### config.mk
export PLATFORM = sky130hd
export DESIGN_NAME = hps_reset_req_gen
export DESIGN_NICKNAME = d
export VERILOG_FILES = /design/src/rtl/hps_reset_req_gen.sv
export SDC_FILE = /design/constraint.sdc
export NUM_CORES = 1
export LEC_CHECK = 0
export BUFFER_PORTS_ARGS = -buffer_cell sky130_fd_sc_hd__buf_2
export CAP_MARGIN = 40
export CORE_UTILIZATION = 62
export CTS_BUF_LIST = sky130_fd_sc_hd__clkbuf_16
export DETAILED_ROUTE_END_ITERATION = 10
export PLACE_DENSITY = 0.92
export SLEW_MARGIN = 0
export SYNTH_ARGS = -nofsm -noshare
export SYNTH_HDL_FRONTEND = slang
export SYNTH_SLANG_ARGS = --single-unit
### constraint.sdc
create_clock -name clk_clk -period 3.75 [get_ports clk_clk]
set_clock_uncertainty 0.1 [all_clocks]
set_input_delay 0.75 -clock clk_clk [delete_from_list [all_inputs] [get_ports clk_clk]]
set_output_delay 0.75 -clock clk_clk [all_outputs]
set_load 0.05 [all_outputs]
### src/rtl/hps_reset_req_gen.sv
// hps_reset_req_gen: fabric-side front end for the HPS reset-request inputs
// and the STM hardware-event bus. Raw push-buttons and slide switches are
// synchronized and debounced. Key presses become prioritized, fixed-width,
// active-low cold/warm/debug reset-request pulses. Debounced state and press
// events are packed onto the 28-bit event bus.
module hps_reset_req_gen #(
    parameter int DEBOUNCE_CYCLES = 1000000,
    parameter int PULSE_CYCLES    = 16
) (
    input  logic        clk_clk,
    input  logic        reset_reset_n,
    input  logic [2:0]  key_n,
    input  logic [3:0]  sw,
    input  logic        hps_0_h2f_reset_reset_n,
    output logic        hps_0_f2h_cold_reset_req_reset_n,
    output logic        hps_0_f2h_warm_reset_req_reset_n,
    output logic        hps_0_f2h_debug_reset_req_reset_n,
    output logic [27:0] hps_0_f2h_stm_hw_events_stm_hwevents,
    output logic        req_busy
);

    // Debounce counter sizing: the counter never needs to exceed DEBOUNCE_CYCLES-1.
    localparam int DCW = $clog2(DEBOUNCE_CYCLES + 1);
    localparam logic [DCW-1:0] DEB_LAST = DCW'(DEBOUNCE_CYCLES - 1);
    localparam logic [DCW-1:0] DEB_MAX  = {DCW{1'b1}};

    // Pulse counter counts down from PULSE_CYCLES-1 to 0.
    localparam int PCW = (PULSE_CYCLES > 1) ? $clog2(PULSE_CYCLES) : 1;
    localparam logic [PCW-1:0] PULSE_LOAD = PCW'(PULSE_CYCLES - 1);

    typedef enum logic [1:0] {
        ST_IDLE    = 2'd0,
        ST_PULSE   = 2'd1,
        ST_HOLDOFF = 2'd2
    } state_t;

    logic [2:0]     r_key_meta;
    logic [2:0]     r_key_sync;
    logic [3:0]     r_sw_meta;
    logic [3:0]     r_sw_sync;
    logic [6:0]     w_sync_level;
    logic [6:0]     r_db;
    logic [DCW-1:0] r_db_cnt [7];
    logic [2:0]     r_pressed_q;
    logic [2:0]     r_press_evt;

    state_t         r_state;
    state_t         w_state_next;
    logic [PCW-1:0] r_pulse_cnt;
    logic [PCW-1:0] w_pulse_cnt_next;
    logic [1:0]     r_sel;
    logic [1:0]     w_sel_next;
    logic [2:0]     w_req_n_next;
    logic [2:0]     r_req_n;
    logic           r_busy;

    // Two-flop synchronizers; keys idle high (released), switches idle low.
    always_ff @(posedge clk_clk) begin
        if (!reset_reset_n) begin
            r_key_meta <= 3'b111;
            r_key_sync <= 3'b111;
            r_sw_meta  <= 4'b0000;
            r_sw_sync  <= 4'b0000;
        end else begin
            r_key_meta <= key_n;
            r_key_sync <= r_key_meta;
            r_sw_meta  <= sw;
            r_sw_sync  <= r_sw_meta;
        end
    end

    // Keys are flipped to active-high "pressed" so all seven inputs debounce alike.
    assign w_sync_level = {r_sw_sync, ~r_key_sync};

    // Per-input debounce: accept a new level only after it has differed for DEBOUNCE_CYCLES cycles.
    always_ff @(posedge clk_clk) begin
        if (!reset_reset_n) begin
            r_db <= 7'b0000000;
            for (int i = 0; i < 7; i++) begin
                r_db_cnt[i] <= '0;
            end
        end else begin
            for (int i = 0; i < 7; i++) begin
                if (w_sync_level[i] == r_db[i]) begin
                    r_db_cnt[i] <= '0;
                end else if (r_db_cnt[i] == DEB_LAST) begin
                    r_db[i]     <= w_sync_level[i];
                    r_db_cnt[i] <= '0;
                end else if (r_db_cnt[i] != DEB_MAX) begin
                    r_db_cnt[i] <= r_db_cnt[i] + DCW'(1);
                end
            end
        end
    end

    // One-cycle press event on each rising edge of a debounced key; releases are ignored.
    always_ff @(posedge clk_clk) begin
        if (!reset_reset_n) begin
            r_pressed_q <= 3'b000;
            r_press_evt <= 3'b000;
        end else begin
            r_pressed_q <= r_db[2:0];
            r_press_evt <= r_db[2:0] & ~r_pressed_q;
        end
    end

    // Request FSM next state: pick one press (cold > warm > debug), pulse, then wait for quiet.
    always_comb begin
        w_state_next     = r_state;
        w_pulse_cnt_next = r_pulse_cnt;
        w_sel_next       = r_sel;
        w_req_n_next     = 3'b111;
        case (r_state)
            ST_IDLE: begin
                if (hps_0_h2f_reset_reset_n && (r_press_evt != 3'b000)) begin
                    w_state_next     = ST_PULSE;
                    w_pulse_cnt_next = PULSE_LOAD;
                    if (r_press_evt[0]) begin
                        w_sel_next = 2'd0;
                    end else if (r_press_evt[1]) begin
                        w_sel_next = 2'd1;
                    end else begin
                        w_sel_next = 2'd2;
                    end
                end
            end
            ST_PULSE: begin
                if (r_pulse_cnt == '0) begin
                    w_state_next = ST_HOLDOFF;
                end else begin
                    w_pulse_cnt_next = r_pulse_cnt - PCW'(1);
                end
            end
            ST_HOLDOFF: begin
                if (hps_0_h2f_reset_reset_n && (r_db[2:0] == 3'b000)) begin
                    w_state_next = ST_IDLE;
                end
            end
            default: begin
                w_state_next = ST_IDLE;
            end
        endcase
        if (w_state_next == ST_PULSE) begin
            case (w_sel_next)
                2'd0:    w_req_n_next = 3'b110;
                2'd1:    w_req_n_next = 3'b101;
                default: w_req_n_next = 3'b011;
            endcase
        end
    end

    // FSM state register; request and busy outputs are registered from the next state.
    always_ff @(posedge clk_clk) begin
        if (!reset_reset_n) begin
            r_state     <= ST_IDLE;
            r_pulse_cnt <= '0;
            r_sel       <= 2'd0;
            r_req_n     <= 3'b111;
            r_busy      <= 1'b0;
        end else begin
            r_state     <= w_state_next;
            r_pulse_cnt <= w_pulse_cnt_next;
            r_sel       <= w_sel_next;
            r_req_n     <= w_req_n_next;
            r_busy      <= (w_state_next != ST_IDLE);
        end
    end

    assign hps_0_f2h_cold_reset_req_reset_n     = r_req_n[0];
    assign hps_0_f2h_warm_reset_req_reset_n     = r_req_n[1];
    assign hps_0_f2h_debug_reset_req_reset_n    = r_req_n[2];
    assign req_busy                             = r_busy;
    assign hps_0_f2h_stm_hw_events_stm_hwevents = {18'd0, r_press_evt, r_db};

endmodule

Word-level counts from Yosys, hierarchy flattened --
Memories as Yosys holds them, arrays and structs flattened. Cells that the tools add are included.
Word-level totals: memory bits (read-only) 0, output and inout port bits 32, bits of input ports 10, memories kept 1, flip-flop bits (word level) 39, RAM bits 140, bits in latches 0
Cells by class: eq/ne operators 27, reduce and logical (&&, ||, !) cells 18, multipliers 0, mux-type cells 118, $add $sub $neg 8, shift operators 0, order comparisons 0, bitwise logic cells 31, divide/modulo/power cells 0
Memories:
- r_db_cnt | words 7, bits a word 20, rd ports 7, clocked after memory_dff 0, write ports 7, line 43 | logic [DCW-1:0] r_db_cnt [7];
Operators by type and width (number):
- 20-bit 2-to-1 mux | 21
- 20-bit by 1-bit adder with 20-bit output, second input constant | 7
- 20-bit equality test, second input constant | 7
- 20-bit != test, second input constant | 7
- 1-bit 2-to-1 mux | 85
- 1-bit OR | 21
- 2-bit AND reduction | 8
- 2-bit 2-to-1 mux | 7
- 4-bit 2-to-1 mux | 2
- 4-bit one-hot mux with 2 select lines | 1
- 1-bit equality test | 7
- 1-bit NOT | 7
- 2-bit by 1-bit equality test with 1-bit output, second input constant | 3
- 3-bit NOT | 2
- 2-bit one-hot mux with 3 select lines | 1
- 3-bit one-hot mux with 2 select lines | 1
- 2-bit zero test | 2
- 4-bit zero test | 1
- 2-bit != test, second input constant | 2
- 2-bit nonzero test | 2
- 4-bit by 1-bit subtractor with 4-bit output, second input constant | 1
- 3-bit bitwise AND | 1
- 3-bit zero test | 1
- 3-bit AND reduction | 1
- 3 further kinds | 4

Depth between registers and ports, before layout --
Gate-level depths: netlist of run 1.
depth in word-level cells 8, mapped depth 6

Worst setup path before layout of run 1 --
Ideal clock, no wire load.
path type register to register, start point mem r_db_cnt[3][15] (netlist name), end point mem r_db_cnt[3][0] (netlist name) (enable), slack 874 ps, arrival time 2396 ps, stages on the path, launching flop included 6, cells stage by stage edfxtp_1 > or4b_1 > or4_1 > o211ai_2 > buf_4 > nand2b_1
RTL lines (line):
- from (decl) | 43

==> out/summary.txt, run 1 <==
Starting Density -> 63.3%
Vias -> 7,301
number of buffers added on ports -> 23
sequential share of the synthesized area -> 51.8%
Final Max Tran Viols -> 0
Synth warnings -> 0
Sinks on Clock Net -> 179
Detailed Routing Iterations Pass 1 -> 5
Total Wirelength -> 19,300 um
RSZ-0062 raised after global routing -> no
Antenna Cells -> 0
number of global-route vias before repair -> 6,840
endpoint class of the critical path -> flip-flop
worst r2r path cells -> 7
clk slew on worst S/H paths -> 0.06 ns
number of H-tree levels -> 4
Post-DP Area -> 9900 um2
Avg Vias per Cell -> 6.32
internal power -> 3.09 mW
TritonCTS buffer count -> 17
Hold Path Cell Cnt -> 1
Post-CTS Setup Bufs -> 0
Min Hold Slack -> 0.280 ns
top_reg_cell synth -> edfxtp_1
Distinct cells, synth -> 49
WS Path Type -> flip-flop to flip-flop
Crit path largest cell delay -> 0.55 ns
status -> finished clean
CTS tree -> done
Tot Pwr -> 3.93 mW
DP Worst Slack -> 0.821 ns
most used cell, CP -> buf_4
most common cell after layout, fill and taps aside -> edfxtp_1
Final nets -> 972
startpoint types -> flip-flop
required time worst endpoint -> 3.79 ns
layout cells sized above 1 -> 10.4%
Residual DRC -> 0
relative slew slack -> 43.4%
final setup vio count -> 0
antenna viol nets, final -> 0
fill count -> 1,077
Leak -> 3.31 nW
multi-input logic area -> 4320 um2
Post-synth EDFFs -> 140
period utilization -> 78.2%
commonest cells after routing, fill and taps aside -> edfxtp_1, nor3_1, xnor2_1
hold_buf cts -> 0
peak supply drop -> 0.000407 V
Min-Delay Path Class -> flip-flop to flip-flop
crit path time final -> 2.93 ns
combinational power share -> 2.1%
crit-path cells -> ha_1 -> nand2_1 -> or4_1 -> o211ai_1 -> buf_4 -> nand2b_1 -> buf_4
setup TNS -> 0 ns
Mapped Cells -> 926
Avg WL per Cell -> 16.7 um
largest net degree at the start of global routing -> 29
Switch Pwr -> 837 uW
reg2reg setup slack -> 0.82 ns
Worst Tran Pin Value -> 0.849 ns
fin cells -> 1,155
max-cap violations -> 0
slowest CP cell -> or4_1
Sw Ratio -> 21.3%
fin area -> 10,500 um2
capture instance of the worst register-to-register path -> r_db_cnt[0][10]$_SDFFCE_PN0P_
final cell utilization of the core -> 69.0%
hold_sp -> r_pressed_q[2]$_SDFF_PN0_
Max Clk Rate -> 0.341 GHz
root buffer cell -> clkbuf_16
crit path DAT -> 2.98 ns
hold worst-path end -> r_press_evt[2]$_SDFF_PN0_
worst-case clock buffer depth -> 2
final worst slack -> 0.816 ns
Synth Register Bits -> 179
Cell Pwr Density -> 375 nW/um2
Post-CTS Resized -> 0
Rows -> 45
r2r startpoint -> r_db_cnt[0][0]$_SDFFCE_PN0P_
DP HPWL -> 13,000 um
Ports -> 42
worst skew pair latency -> 0.44 ns
Clk pwr share -> 43.8%
drt first-iter violations -> 637
DP Cell Count -> 1,122
fraction of registers with async set/reset -> 0%
final hold vios -> 0
Avg Cell Area, Syn -> 10.4 um2
initial antenna violation count -> 0
first-pass GRT wire length -> 32,400 um
Syn-to-layout area delta -> 9.04%
total congestion overflow -> 0
Post-Syn Area -> 9620 um2
CORE AREA -> 15,200 um2
die width -> 127 um
CP Max Fanout -> 21
die height -> 127 um
global placer's final weighted congestion -> 0.886
Flop pwr share -> 54.0%
Die ar. -> 16,000 um2
Total GRT Usage -> 25.4%
FF/Latch Area -> 4980 um2
[kinds of logic after synthesis]
group                      Yosys count  share of synthesized area, %
adders and majority gates            8                          1.04
buffers and inverters               76                          4.08
xor gates and xnor gates            99                          9.01
other                                1                        0.0390
and+or+nand+nor                    461                          27.1
DFF                                179                          51.8
AOI/OAI and AO/OA                  102                          6.88
[how the worst max path moves through the flow]
stage                                             start                             to  slack [ns]  depth (start not counted)
after CTS                  r_db_cnt[0][0]$_SDFFCE_PN0P_  r_db_cnt[0][10]$_SDFFCE_PN0P_        0.80                          7
final                      r_db_cnt[0][0]$_SDFFCE_PN0P_  r_db_cnt[0][10]$_SDFFCE_PN0P_        0.82                          7
after detailed placement   r_db_cnt[0][0]$_SDFFCE_PN0P_   r_db_cnt[0][5]$_SDFFCE_PN0P_        0.82                          7
after floorplan           r_db_cnt[3][15]$_SDFFCE_PN0P_   r_db_cnt[3][0]$_SDFFCE_PN0P_        0.87                          5
after global placement     r_db_cnt[0][0]$_SDFFCE_PN0P_   r_db_cnt[0][5]$_SDFFCE_PN0P_        0.89                          7
after global routing       r_db_cnt[0][0]$_SDFFCE_PN0P_  r_db_cnt[0][10]$_SDFFCE_PN0P_        0.63                          7
[cells in the mapped netlist (all sizes together) (3+ instances only)]
| cell type | count | area share (%) |
|---|---|---|
| and4 | 6 | 0.55 |
| nand4 | 45 | 3.0 |
| nor2 | 24 | 0.96 |
| and2 | 14 | 0.91 |
| clkbuf | 20 | 0.79 |
| edfxtp | 140 | 44 |
| nor4 | 35 | 2.3 |
| or4 | 24 | 2.0 |
| inv | 23 | 0.90 |
| nand3 | 55 | 2.9 |
| xor2 | 37 | 3.4 |
| buf | 33 | 2.4 |
| or3 | 34 | 2.2 |
| nor2b | 7 | 0.46 |
| or2 | 7 | 0.46 |
| xnor2 | 62 | 5.6 |
| o22ai | 3 | 0.20 |
| dfxtp | 39 | 8.1 |
| nand2 | 51 | 2.0 |
| nand2b | 18 | 1.2 |
| o21ai | 28 | 1.5 |
| a211oi | 29 | 2.3 |
| o31ai | 15 | 1.2 |
| nand4b | 3 | 0.27 |
| o211ai | 6 | 0.57 |
| and3 | 10 | 0.65 |
| nor3 | 109 | 5.8 |
| or4b | 3 | 0.31 |
| nor3b | 10 | 0.78 |
| ha | 8 | 1.0 |
| a21oi | 19 | 0.99 |
[flip-flops by register name, summed over array words and instances, names as in the netlist]
name / count
r_key_sync: 3
r_sw_sync: 4
r_sel: 2
r_key_meta: 3
r_db_cnt: 140
r_state: 2
r_sw_meta: 4
r_req_n: 3
r_pulse_cnt: 4
r_press_evt: 3
req_busy: 1
r_db: 7
r_pressed_q: 3
[power groups by stage]
stage                     registers (mW)  clock network, mW  logic (mW)
after global routing                2.12               1.83      0.0896
after floorplan                     2.17                  0      0.0831
final                               2.12               1.72      0.0837
after detailed placement            2.17                  0      0.0831
after CTS                           2.12               1.75      0.0833
after global placement              2.17                  0      0.0809
[per-layer routing]
layer,vias to the layer above,global-route usage (%),part of all wire [%]
met2,229,42.6,50
li1,3567,-,-
met4,0,9.78,1.8
met3,28,5.31,5.5
met5,-,0,0
met1,3477,32.6,43
[final cells by class]
class / count / area share [%]
repair buffers: 45 / 2.74
well taps: 188 / 2.24
inverters: 23 / 0.823
multi-input cells: 688 / 41.2
flip-flops and latches: 179 / 47.5
clock inverters: 14 / 1.20
clock buffers: 18 / 4.29
[critical path: cells and delay by family, from the launching register on]
family | cells | cell delay [ns]
simple gates | 3 | 1.08
buf+inv | 2 | 0.56
fa+ha+maj | 1 | 0.27
flops | 1 | 0.43
compound gates | 1 | 0.20
No activity file was read; power rests on OpenSTA's default activity.
==> run 2: changes to the inputs <==
- clock period: 3.75 -> 2.8 ns (I/O delays scaled with it)
==> out/summary.txt, run 2 (same netlist as run 1, synthesis figures left out) <==
Post-CTS Setup Bufs -> 0 (unchanged)
hold worst-path end -> r_key_meta[2]$_SDFF_PN1_
Rows -> 45 (unchanged)
crit path DAT -> 2.62 ns (-0.36 ns)
Min Hold Slack -> 0.202 ns (-0.0790 ns)
fin area -> 10,600 um2 (+1.2%)
Post-CTS Resized -> 0 (unchanged)
final setup vio count -> 0 (unchanged)
Syn-to-layout area delta -> 10.4%
Avg Vias per Cell -> 6.40 (+1.2%)
CP Max Fanout -> 20 (-4.8%)
hold_sp -> key_n[2]
final cell utilization of the core -> 69.9% (+0.84 points)
worst r2r path cells -> 4 (-3)
capture instance of the worst register-to-register path -> r_db_cnt[6][18]$_SDFFCE_PN0P_
hold_buf cts -> 0 (unchanged)
Cell Pwr Density -> 515 nW/um2 (+37%)
Switch Pwr -> 1.18 mW (+41%)
die height -> 127 um (unchanged)
Final Max Tran Viols -> 0 (unchanged)
combinational power share -> 2.1% (about the same)
reg2reg setup slack -> 0.15 ns (-0.66 ns)
Sw Ratio -> 21.5% (+0.24 points)
delay-heaviest family, CP -> simple AND/OR/NAND/NOR gates
CTS tree -> done
CORE AREA -> 15,200 um2 (unchanged)
Worst Path Buf+Inv -> 0 (-2)
Post-DP Area -> 10,000 um2 (+1.0%)
total congestion overflow -> 0 (unchanged)
Total Wirelength -> 19,800 um (+2.7%)
Regs by FF count -> r_db_cnt x140, r_db x7
endpoint class of the critical path -> flip-flop
Levels on crit path -> 4 (-3)
Flop pwr share -> 52.0% (-2.0 points)
WS Path Type -> flip-flop to flip-flop
Total GRT Usage -> 25.6% (+0.15 points)
number of global-route vias before repair -> 7,108 (+3.9%)
Ports -> 42 (unchanged)
Max Clk Rate -> 0.378 GHz (+11%)
initial antenna violation count -> 0 (unchanged)
peak supply drop -> 0.000478 V (+18%)
Sinks on Clock Net -> 179 (unchanged)
number of buffers added on ports -> 23 (unchanged)
root buffer cell -> clkbuf_16
most common cell after layout, fill and taps aside -> edfxtp_1
Detailed Routing Iterations Pass 1 -> 5 (unchanged)
global placer's final weighted congestion -> 0.890 (+0.53%)
crit-path cells -> or4b_1 -> or4_1 -> o211ai_2 -> nand2b_2
Worst Tran Pin Value -> 0.595 ns (-0.254 ns)
antenna viol nets, final -> 0 (unchanged)
Starting Density -> 63.3% (unchanged)
period utilization -> 94.5% (+16 points)
worst-case clock buffer depth -> 2 (unchanged)
Clk pwr share -> 45.9% (+2.1 points)
setup TNS -> 0 ns (unchanged)
Antenna Cells -> 0 (unchanged)
startpoint types -> flip-flop
Hold Path Cell Cnt -> 2 (+1)
max reg flops -> 140 (unchanged)
largest net degree at the start of global routing -> 21 (-28%)
Min-Delay Path Class -> input port to flip-flop
clk slew on worst S/H paths -> 0.07 ns (about the same)
final hold vios -> 0 (unchanged)
Residual DRC -> 0 (unchanged)
first-pass GRT wire length -> 33,100 um (+2.2%)
commonest cells after routing, fill and taps aside -> edfxtp_1, nor3_1, xnor2_1
Final nets -> 982 (+1.0%)
slowest CP cell -> or4_1
RSZ-0062 raised after global routing -> no
r2r startpoint -> r_db_cnt[6][15]$_SDFFCE_PN0P_
max-cap violations -> 0 (unchanged)
relative slew slack -> 60.0% (+17 points)
crit path time final -> 2.65 ns (-0.287 ns)
die width -> 127 um (unchanged)
Vias -> 7,455 (+2.1%)
DP HPWL -> 13,200 um (+1.4%)
layout cells sized above 1 -> 11.6% (+1.1 points)
Avg WL per Cell -> 17.0 um (+1.9%)
internal power -> 4.29 mW (+39%)
TritonCTS buffer count -> 17 (unchanged)
Crit path largest cell delay -> 0.58 ns (+0.03 ns)
Largest Register -> r_db_cnt
status -> finished clean
Leak -> 3.38 nW (+2.0%)
Tot Pwr -> 5.47 mW (+39%)
Die ar. -> 16,000 um2 (unchanged)
drt first-iter violations -> 630 (-1.1%)
required time worst endpoint -> 2.77 ns (-1.02 ns)
worst skew pair latency -> 0.43 ns (about the same)
number of H-tree levels -> 4 (unchanged)
[run 2: changes by cell type in the layout (fill, tap and decap cells not counted), moves of 2 or more]
cell | previous run | this run
nand2b_1 | 18 | 16
nand2b_2 | 0 | 2
inv_8 | 0 | 3
clkinv_2 | 4 | 2
buf_4 | 21 | 31
bufinv_16 | 1 | 3
clkinv_4 | 5 | 3
[run 2: cell type report]
| cell class | count | area, um2 |
|---|---|---|
| Clock buffer | 17 | 425 |
| Tap cell | 188 | 235 |
| Inverter | 23 | 86.3 |
| Timing Repair Buffer | 55 | 368 |
| Multi-Input combinational cell | 688 | 4330 |
| Clock inverter | 15 | 194 |
| Sequential cell | 179 | 4980 |
| Fill cell | 1057 | 4580 |
[run 2: worst max path at each step]
stage	to	slack, ns	from
after detailed placement	r_db_cnt[6][19]$_SDFFCE_PN0P_	0.15	r_db_cnt[6][15]$_SDFFCE_PN0P_
final	r_db_cnt[6][18]$_SDFFCE_PN0P_	0.15	r_db_cnt[6][15]$_SDFFCE_PN0P_
after floorplan	r_db_cnt[3][0]$_SDFFCE_PN0P_	0.16	r_db_cnt[3][15]$_SDFFCE_PN0P_
after global routing	r_db_cnt[6][18]$_SDFFCE_PN0P_	0.04	r_db_cnt[6][15]$_SDFFCE_PN0P_
after CTS	r_db_cnt[6][18]$_SDFFCE_PN0P_	0.14	r_db_cnt[6][15]$_SDFFCE_PN0P_
after global placement	r_db_cnt[6][17]$_SDFFCE_PN0P_	0.22	r_db_cnt[6][15]$_SDFFCE_PN0P_
[run 2: per-stage QoR]
stage / instances / worst slack, ns
2_1_floorplan: 943 / 0.162
5_1_grt: 1165 / 0.0447
4_1_cts: 1165 / 0.140
6_report: 1165 / 0.153
3_3_place_gp: 1133 / 0.221
3_5_place_dp: 1133 / 0.147
[run 2: per-layer routing]
layer	part of all wire (%)	track usage (%)	vias up	routed length (um)
met3	4.9	5.27	40	966
met4	1.8	8.79	0	349
met1	42	31.7	3599	8350
met2	51	44.6	241	10100
met5	0	0	-	0
li1	-	-	3575	-
[run 2: power by group through the flow]
stage          combinational, mW  sequential [mW]  clock (mW)
6_report                   0.113             2.84        2.51
5_1_grt                    0.120             2.84        2.64
4_1_cts                    0.112             2.84        2.55
3_5_place_dp               0.112             2.90           0
3_3_place_gp               0.109             2.90           0
2_1_floorplan              0.111             2.90           0
==> run 3: changes to the inputs <==
- ABC_AREA: default -> 1
- CORE_UTILIZATION: 62 -> 63
- CTS_CLUSTER_DIAMETER: default -> 60
- PLACE_DENSITY: 0.92 -> 0.93
==> out/summary.txt, run 3 <==
status -> finished clean
delay-heaviest family, CP -> simple AND/OR/NAND/NOR gates
Total GRT Usage -> 25.3% (-0.24 points)
max-cap violations -> 0 (unchanged)
crit path DAT -> 2.34 ns (-0.28 ns)
Largest Register -> r_db_cnt
TritonCTS buffer count -> 17 (unchanged)
RSZ-0062 raised after global routing -> no
Die ar. -> 17,100 um2 (+6.9%)
fill count -> 1,149 (+8.7%)
clk slew on worst S/H paths -> 0.07 ns (about the same)
Post-DP Area -> 10,800 um2 (+7.6%)
FF/Latch Area -> 4980 um2 (unchanged)
Final Max Tran Viols -> 0 (unchanged)
Total Wirelength -> 19,800 um (about the same)
peak supply drop -> 0.000454 V (-5.0%)
die height -> 131 um (+3.4%)
hold_buf cts -> 0 (unchanged)
sequential share of the synthesized area -> 47.6% (-4.2 points)
first-pass GRT wire length -> 33,800 um (+2.3%)
number of buffers added on ports -> 23 (unchanged)
Post-CTS Resized -> 0 (unchanged)
CORE AREA -> 16,100 um2 (+5.6%)
top_reg_cell synth -> edfxtp_1
multi-input logic area -> 4580 um2 (+6.0%)
Min-Delay Path Class -> input port to flip-flop
Sinks on Clock Net -> 179 (unchanged)
WS Path Type -> flip-flop to flip-flop
count leader, synth -> nand2_1
Post-CTS Setup Bufs -> 0 (unchanged)
root buffer cell -> clkbuf_16
slowest CP cell -> edfxtp_1
Avg WL per Cell -> 12.4 um (-27%)
global placer's final weighted congestion -> 0.939 (+5.4%)
Regs by FF count -> r_db_cnt x140, r_db x7
relative slew slack -> 56.4% (-3.5 points)
Mapped Cells -> 1,324 (+43%)
Post-synth EDFFs -> 140 (unchanged)
largest net degree at the start of global routing -> 22 (+4.8%)
Max Clk Rate -> 0.435 GHz (+15%)
CP Max Fanout -> 12 (-40%)
drt first-iter violations -> 657 (+4.3%)
max reg flops -> 140 (unchanged)
worst skew pair latency -> 0.44 ns (about the same)
initial antenna violation count -> 0 (unchanged)
Worst Tran Pin Value -> 0.652 ns (+0.0565 ns)
Residual DRC -> 0 (unchanged)
Starting Density -> 65.2% (+1.9 points)
Syn-to-layout area delta -> 8.42%
Vias -> 8,185 (+9.8%)
commonest cells after routing, fill and taps aside -> nand2_1, nor2_1, inv_1
fin area -> 11,300 um2 (+6.8%)
cell taking the most area after synthesis -> edfxtp_1
total congestion overflow -> 0 (unchanged)
setup TNS -> 0 ns (unchanged)
CTS tree -> done
crit path time final -> 2.30 ns (-0.351 ns)
Detailed Routing Iterations Pass 1 -> 5 (unchanged)
Leak -> 4.54 nW (+34%)
period utilization -> 82.0% (-13 points)
crit-path cells -> ha_1 -> nand3_2 -> nor3_2 -> nand3_1 -> nand2_1 -> inv_2 -> nand2_1 -> buf_4
endpoint class of the critical path -> flip-flop
Avg Cell Area, Syn -> 7.90 um2 (-24%)
Cell Pwr Density -> 468 nW/um2 (-9.2%)
final hold vios -> 0 (unchanged)
Ports -> 42 (unchanged)
Commonest cells post-synth -> nand2_1, nor2_1, inv_1
Rows -> 46 (+2.2%)
Worst Path Buf+Inv -> 2 (+2)
die width -> 131 um (+3.4%)
Synth Register Bits -> 179 (unchanged)
number of H-tree levels -> 4 (unchanged)
Crit path largest cell delay -> 0.38 ns (-0.20 ns)
Synth area leaders -> edfxtp_1, nand2_1, nor2_1, dfxtp_1, inv_1
Post-Syn Area -> 10,500 um2 (+8.7%)
antenna viol nets, final -> 0 (unchanged)
DP HPWL -> 14,300 um (+8.4%)
Avg Vias per Cell -> 5.13 (-20%)
Antenna Cells -> 0 (unchanged)
number of global-route vias before repair -> 7,750 (+9.0%)
most common cell after layout, fill and taps aside -> nand2_1
startpoint types -> flip-flop
Distinct cells, synth -> 33 (-33%)
area share of the largest cell type after synthesis -> 40.2% (-3.5 points)
worst-case clock buffer depth -> 2 (unchanged)
Synth warnings -> 0 (unchanged)
most used cell, CP -> nand2_1
required time worst endpoint -> 2.84 ns (+0.07 ns)
Final nets -> 1,384 (+41%)
layout cells sized above 1 -> 10.3% (-1.3 points)
fraction of registers with async set/reset -> 0% (unchanged)
final setup vio count -> 0 (unchanged)
run 3: final timing paths:
kind,from,to,slack [ns],depth (start not counted)
max reg2reg,r_db_cnt[6][0]$_SDFFCE_PN0P_,r_db_cnt[6][8]$_SDFFCE_PN0P_,0.50,8
min reg2reg,r_pressed_q[2]$_SDFF_PN0_,r_press_evt[2]$_SDFF_PN0_,0.28,1
max,r_db_cnt[6][0]$_SDFFCE_PN0P_,r_db_cnt[6][8]$_SDFFCE_PN0P_,0.50,8
min,sw[0],r_sw_meta[0]$_SDFF_PN0_,0.21,3
run 3: cells by family after synthesis:
logic type / synth area share (%)
compound gates: 1.02
xor+xnor: 7.78
fa+ha+maj: 0.957
buf+inv: 9.16
flops: 47.6
other cells: 0.0358
simple gates: 33.4
run 3: cell type report:
type | instances | share of cell area (%)
Timing Repair Buffer | 35 | 1.81
Inverter | 190 | 6.29
Clock buffer | 20 | 4.41
Tap cell | 216 | 2.38
Multi-Input combinational cell | 943 | 40.4
Clock inverter | 12 | 0.761
Sequential cell | 179 | 43.9
run 3: layer usage:
metal  track usage, %  part of all wire [%]
met5                0                     0
met4             10.7                   2.6
met3             5.01                   4.5
met2             43.0                    49
met1             31.6                    44
run 3: power by group:
part | internal [mW] | switching (mW) | total (mW) | leakage (nW)
registers | 2.84 | 0.00669 | 2.84 | 2.04
clock network | 1.31 | 1.04 | 2.35 | 0.298
logic | 0.0191 | 0.0959 | 0.115 | 2.20
total | 4.16 | 1.14 | 5.31 | 4.54
run 3: worst register-to-register path: cells and delay by family (launching register included):
| kind | cells | cell delay (ns) |
|---|---|---|
| adder cells (fa/ha/maj) | 1 | 0.23 |
| buffers and inverters | 2 | 0.35 |
| flip-flops | 1 | 0.38 |
| AND/OR/NAND/NOR | 5 | 0.94 |
run 3: through the flow:
stage / power, mW / std cells / hold slack, ns / setup WS [ns] / util [%]
floorplan: 3.02 / 1341 / 0.268 / 0.558 / -
global placement: 3.01 / 1563 / 0.272 / 0.573 / 67.0
detailed placement: 3.02 / 1563 / 0.280 / 0.524 / 67.0
CTS: 5.33 / 1595 / 0.198 / 0.506 / 70.6
global route: 5.45 / 1595 / 0.209 / 0.338 / 70.6
finish: 5.31 / 1595 / 0.205 / 0.504 / 70.6
